### src/rtl/bcd_pkg.sv
// Shared types and constants for the streaming binary-to-BCD converter.
package bcd_pkg;

  typedef enum logic [1:0] {
    IDLE = 2'd0,
    CONV = 2'd1,
    DONE = 2'd2
  } conv_state_t;

  localparam int BCD_DIGIT_W = 4;

  function automatic int count_w(input int n);
    return $clog2(n + 1);
  endfunction

endpackage

### src/rtl/bcd_digit_step.sv
// One double-dabble digit slice: add 3 when the digit is 5 or more, then shift left by one.
module bcd_digit_step
  import bcd_pkg::*;
(
  input  logic [BCD_DIGIT_W-1:0] digit,
  input  logic                   shift_in,
  output logic [BCD_DIGIT_W-1:0] digit_next,
  output logic                   shift_out
);

  logic [BCD_DIGIT_W-1:0] adj;

  always_comb begin
    adj        = (digit >= BCD_DIGIT_W'(5)) ? digit + BCD_DIGIT_W'(3) : digit;
    digit_next = {adj[BCD_DIGIT_W-2:0], shift_in};
    shift_out  = adj[BCD_DIGIT_W-1];
  end

endmodule

### src/rtl/bin_to_bcd_stream.sv
// Handshaked sequential binary-to-BCD converter, one input bit per clock,
// with optional signed input, sticky overflow and significant-digit count.
module bin_to_bcd_stream
  import bcd_pkg::*;
#(
  parameter int BIN_WIDTH  = 32,
  parameter int NUM_DIGITS = 10
) (
  input  logic                                   clk,
  input  logic                                   rst,
  input  logic                                   in_valid,
  output logic                                   in_ready,
  input  logic [BIN_WIDTH-1:0]                   in_data,
  input  logic                                   in_signed,
  output logic                                   out_valid,
  input  logic                                   out_ready,
  output logic [NUM_DIGITS-1:0][BCD_DIGIT_W-1:0] bcd,
  output logic                                   neg,
  output logic                                   ovf,
  output logic [count_w(NUM_DIGITS)-1:0]         digit_count
);

  localparam int CNT_W = count_w(BIN_WIDTH);
  localparam int DC_W  = count_w(NUM_DIGITS);

  conv_state_t                           state;
  logic [BIN_WIDTH-1:0]                  shreg;
  logic [CNT_W-1:0]                      cnt;
  logic [BIN_WIDTH-1:0]                  mag;
  logic                                  in_neg;
  logic [NUM_DIGITS:0]                   carry;
  logic [NUM_DIGITS-1:0][BCD_DIGIT_W-1:0] bcd_step;

  // The most negative operand negates to itself, which read unsigned is the exact magnitude.
  always_comb begin
    in_neg = in_signed & in_data[BIN_WIDTH-1];
    mag    = in_neg ? -in_data : in_data;
  end

  assign carry[0] = shreg[BIN_WIDTH-1];

  for (genvar g = 0; g < NUM_DIGITS; g++) begin : g_digit
    bcd_digit_step u_step (
      .digit      (bcd[g]),
      .shift_in   (carry[g]),
      .digit_next (bcd_step[g]),
      .shift_out  (carry[g+1])
    );
  end

  assign in_ready = (state == IDLE);

  always_ff @(posedge clk) begin
    if (rst) begin
      state     <= IDLE;
      shreg     <= '0;
      cnt       <= '0;
      bcd       <= '0;
      neg       <= 1'b0;
      ovf       <= 1'b0;
      out_valid <= 1'b0;
    end else begin
      case (state)
        IDLE: begin
          if (in_valid) begin
            shreg <= mag;
            neg   <= in_neg;
            bcd   <= '0;
            ovf   <= 1'b0;
            cnt   <= CNT_W'(BIN_WIDTH);
            state <= CONV;
          end
        end
        CONV: begin
          bcd   <= bcd_step;
          shreg <= shreg << 1;
          ovf   <= ovf | carry[NUM_DIGITS];
          cnt   <= cnt - CNT_W'(1);
          if (cnt == CNT_W'(1)) begin
            state     <= DONE;
            out_valid <= 1'b1;
          end
        end
        DONE: begin
          if (out_ready) begin
            state     <= IDLE;
            out_valid <= 1'b0;
          end
        end
        default: begin
          state     <= IDLE;
          out_valid <= 1'b0;
        end
      endcase
    end
  end

  always_comb begin
    digit_count = DC_W'(1);
    for (int unsigned i = 0; i < NUM_DIGITS; i++) begin
      if (bcd[i] != '0) digit_count = DC_W'(i + 1);
    end
  end

endmodule

### config.mk
export PLATFORM = sky130hd
export DESIGN_NAME = bin_to_bcd_stream
export DESIGN_NICKNAME = d
export VERILOG_FILES = /design/src/rtl/bcd_pkg.sv /design/src/rtl/bcd_digit_step.sv /design/src/rtl/bin_to_bcd_stream.sv
export SDC_FILE = /design/constraint.sdc
export NUM_CORES = 1
export LEC_CHECK = 0
export ABC_AREA = 1
export CAP_MARGIN = 15
export CORE_UTILIZATION = 55
export DETAILED_ROUTE_END_ITERATION = 12
export DONT_BUFFER_PORTS = 1
export GPL_ROUTABILITY_DRIVEN = 0
export MAX_ROUTING_LAYER = met4
export PLACE_DENSITY = 0.76
export SYNTH_ARGS = -nofsm -noshare
export SYNTH_HDL_FRONTEND = slang
export SYNTH_SLANG_ARGS = --single-unit
### constraint.sdc
create_clock -name clk -period 1.9 [get_ports clk]
set_input_delay 0.19 -clock clk [delete_from_list [all_inputs] [get_ports clk]]
set_output_delay 0.19 -clock clk [all_outputs]
set_load 0.005 [all_outputs]
==> flow_summary.yaml <==
status:
  outcome: "complete, but fails checks"
  violations: "negative setup slack"
final_layout:
  fin_cells: 890
  multi_input_area_um2: 3130
  area_growth_pct: 10.3
  num_antenna_cells: 0
  drive_gt1_share_pct: 13.3
  num-nets-final: 839
  seq_area_um2: 1690
  num-fill-cells: 823
  fin_area_um2: 5680
sta:
  period_share_pct: 102
  fmaxAchievable_mhz: 516
  whs_ps: 51.8
  maxSlewViolCount: 0
  finalSetupViolCount: 1
  hold_violations: 0
  min_period_ps: 1940
  worst_pin_slew_ps: 532
  rsz0062_at_grt: "yes"
  fin_ws_ps: -37.2
  skew_ps: 8.60
  relSlewSlack_pct: 64.5
global_routing:
  antenna_found_initial: 0
  grt_usage_pct: 27.6
  grt_pass1_vias: 4897
  gr-total-overflow: 0
  grt_pass1_wl_mm: 21.3
  grt_max_degree: 79
worst_setup_path:
  crit_path_start_kind: "flop"
  critical_path_arrival_ps: 1750
  worstPathMaxFanout: 5
  reg2reg_depth: 6
  worstSetupPathType: "flop to output pin"
  cp.required_ps: 1710
  end_kind: "output pin"
power:
  power_density_nw_per_um2: 656
  finalPower_mw: 3.73
  irDropWorstVdd_uv: 337
  p_leak_nw: 2.26
yosys:
  synth_top_area_share_pct: 32.3
  avgSynthCellArea_um2: 6.66
  ys.flop_type: "dfxtp_1"
  ys_ff_latch: 83
  ys_top_cells_by_count: "nand2_1 (162), a21oi_1 (94), dfxtp_1 (83)"
  async_flop_share_pct: 0
  ys_seq_area_share_pct: 32.3
  syn_area_um2: 5150
  syn_nets: 833
  yosys.area.top_type: "dfxtp_1"
  yosys-top-cells-area: "dfxtp_1 (32%), nand2_1 (12%), a21oi_1 (9.1%)"
  synth_cells: 773
  synth_cell_types: 36
  synth.most_common_cell: "nand2_1"
  synth-edff-count: 0
  synth_warnings: 0
floorplan:
  die_area_um2: 9750
  row_count: 34
  start_util_pct: 57.9
  dieWidth_um: 98.8
  core-area_um2: 8890
  ios: 85
  die_y_um: 98.8
clocking:
  clk_pin_slew_ps: 80
  cts_tree: "built"
  cts-root-buf: "clkbuf_8"
  h-tree-depth: 3
  cts_buffers: 9
  clock-sinks: 83
  clk_path_buf_depth: 2
  clock_latency_ps: 350
placed_design:
  dpl_cell_area_um2: 5240
  port_buffers: 0
  placedCellCount: 866
  dp_hpwl_mm: 8.98
flow_run:
  maxCapViolations: 0
routing:
  routed_wl_mm: 12.9
  drtAntennaViolNets: 0
  first_pass_iters: 5
  routedWlPerCell_um: 14.5
  drtIter0Drc: 217
  vias_per_cell: 5.85
  drc_errors: 0
  vias: 5210
min_path:
  hp-class: "primary input to flop"
  whs_path_depth: 3
[final timing paths]
| check | start | to | slack (ps) |
|---|---|---|---|
| max | bcd[5]$_SDFFE_PP0P_ | digit_count[0] | -40 |
| min | in_data[27] | shreg[27]$_SDFFE_PP0P_ | 50 |
| max reg2reg | state[1]$_SDFFE_PP0P_ | shreg[20]$_SDFFE_PP0P_ | 250 |
| min reg2reg | shreg[0]$_SDFFE_PP0P_ | shreg[0]$_SDFFE_PP0P_ | 470 |
[layer usage]
metal | global-route usage (%) | share of wire, % | vias up
li1 | - | - | 2606
met1 | 32.9 | 42 | 2380
met2 | 45.2 | 48 | 196
met3 | 4.68 | 6.8 | 28
met4 | 13.2 | 2.7 | 0
met5 | - | 0 | -
[final cells by class]
type / count / area share (%)
timing repair buffer: 27 / 4.19
clock buffer: 11 / 2.67
multi-input combinational: 573 / 55.0
sequential: 83 / 29.7
clock inverter: 3 / 0.264
tap: 108 / 2.38
inverter: 85 / 5.75
[cells by family after synthesis]
logic type / after synthesis / share of synthesized area [%]
adders and majority gates: 23 / 5.59
DFF: 83 / 32.3
and+or+nand+nor: 329 / 27.8
xor gates and xnor gates: 10 / 1.70
buffers and inverters: 117 / 9.86
AOI/OAI and AO/OA: 211 / 22.8
[registers in the layout, summed over array words and instances (netlist names)]
signal     count
bcd           40
shreg         32
cnt            6
state          2
neg            1
out_valid      1
ovf            1
[placed cells by master, fill, tap and decap left out, types with 2 or more instances in the layout]
cell / count
nand3_1: 63
ha_4: 5
ha_1: 18
o211ai_1: 3
nor2_4: 3
a22oi_1: 29
inv_1: 66
clkbuf_8: 11
nand2_2: 3
a21oi_1: 93
a31oi_1: 9
nor2_1: 65
nor4_4: 3
xor2_1: 10
nand2_1: 160
inv_4: 3
dfxtp_2: 8
nand3b_1: 4
or2_2: 5
nand4_1: 11
dfxtp_1: 71
o21ai_0: 66
dfxtp_4: 4
or2_4: 7
clkinv_2: 3
nor2_2: 2
o21ai_1: 2
inv_2: 16
buf_4: 24
[report_power, final]
part           internal, mW  switching [mW]  total, mW
registers              1.83          0.0579       1.89
logic                 0.243           0.474      0.717
clock network         0.526           0.595       1.12
[through the flow]
stage | utilization, % | setup TNS, ps | setup slack (ps)
floorplan | - | 0 | 279
global placement | 58.9 | 0 | 191
detailed placement | 58.9 | 0 | 154
CTS | 63.0 | -87.2 | -53.6
global route | 63.9 | -302 | -149
finish | 63.9 | -37.2 | -37.2
[worst max-delay path, stage by stage, from the launching register on]
cell and delay [ps]:
dfxtp_4 380, inv_4 60, ha_4 110, inv_2 40, or2_4 260, nor2_2 70, o21ai_1 70, nand2_1 60
nand2_1 50, nand2_1 60, nand2_2 60, a21boi_2 170
[what timing repair did]
action                                  CTS  global route
endpoints found under the setup margin    4             3
endpoints found under the hold margin    78             0
gates resized for setup                  41            24
pin swaps                                 7             8
hold buffers                              2             0
setup buffers                             5             3
Power figures use the tool's default switching activity.
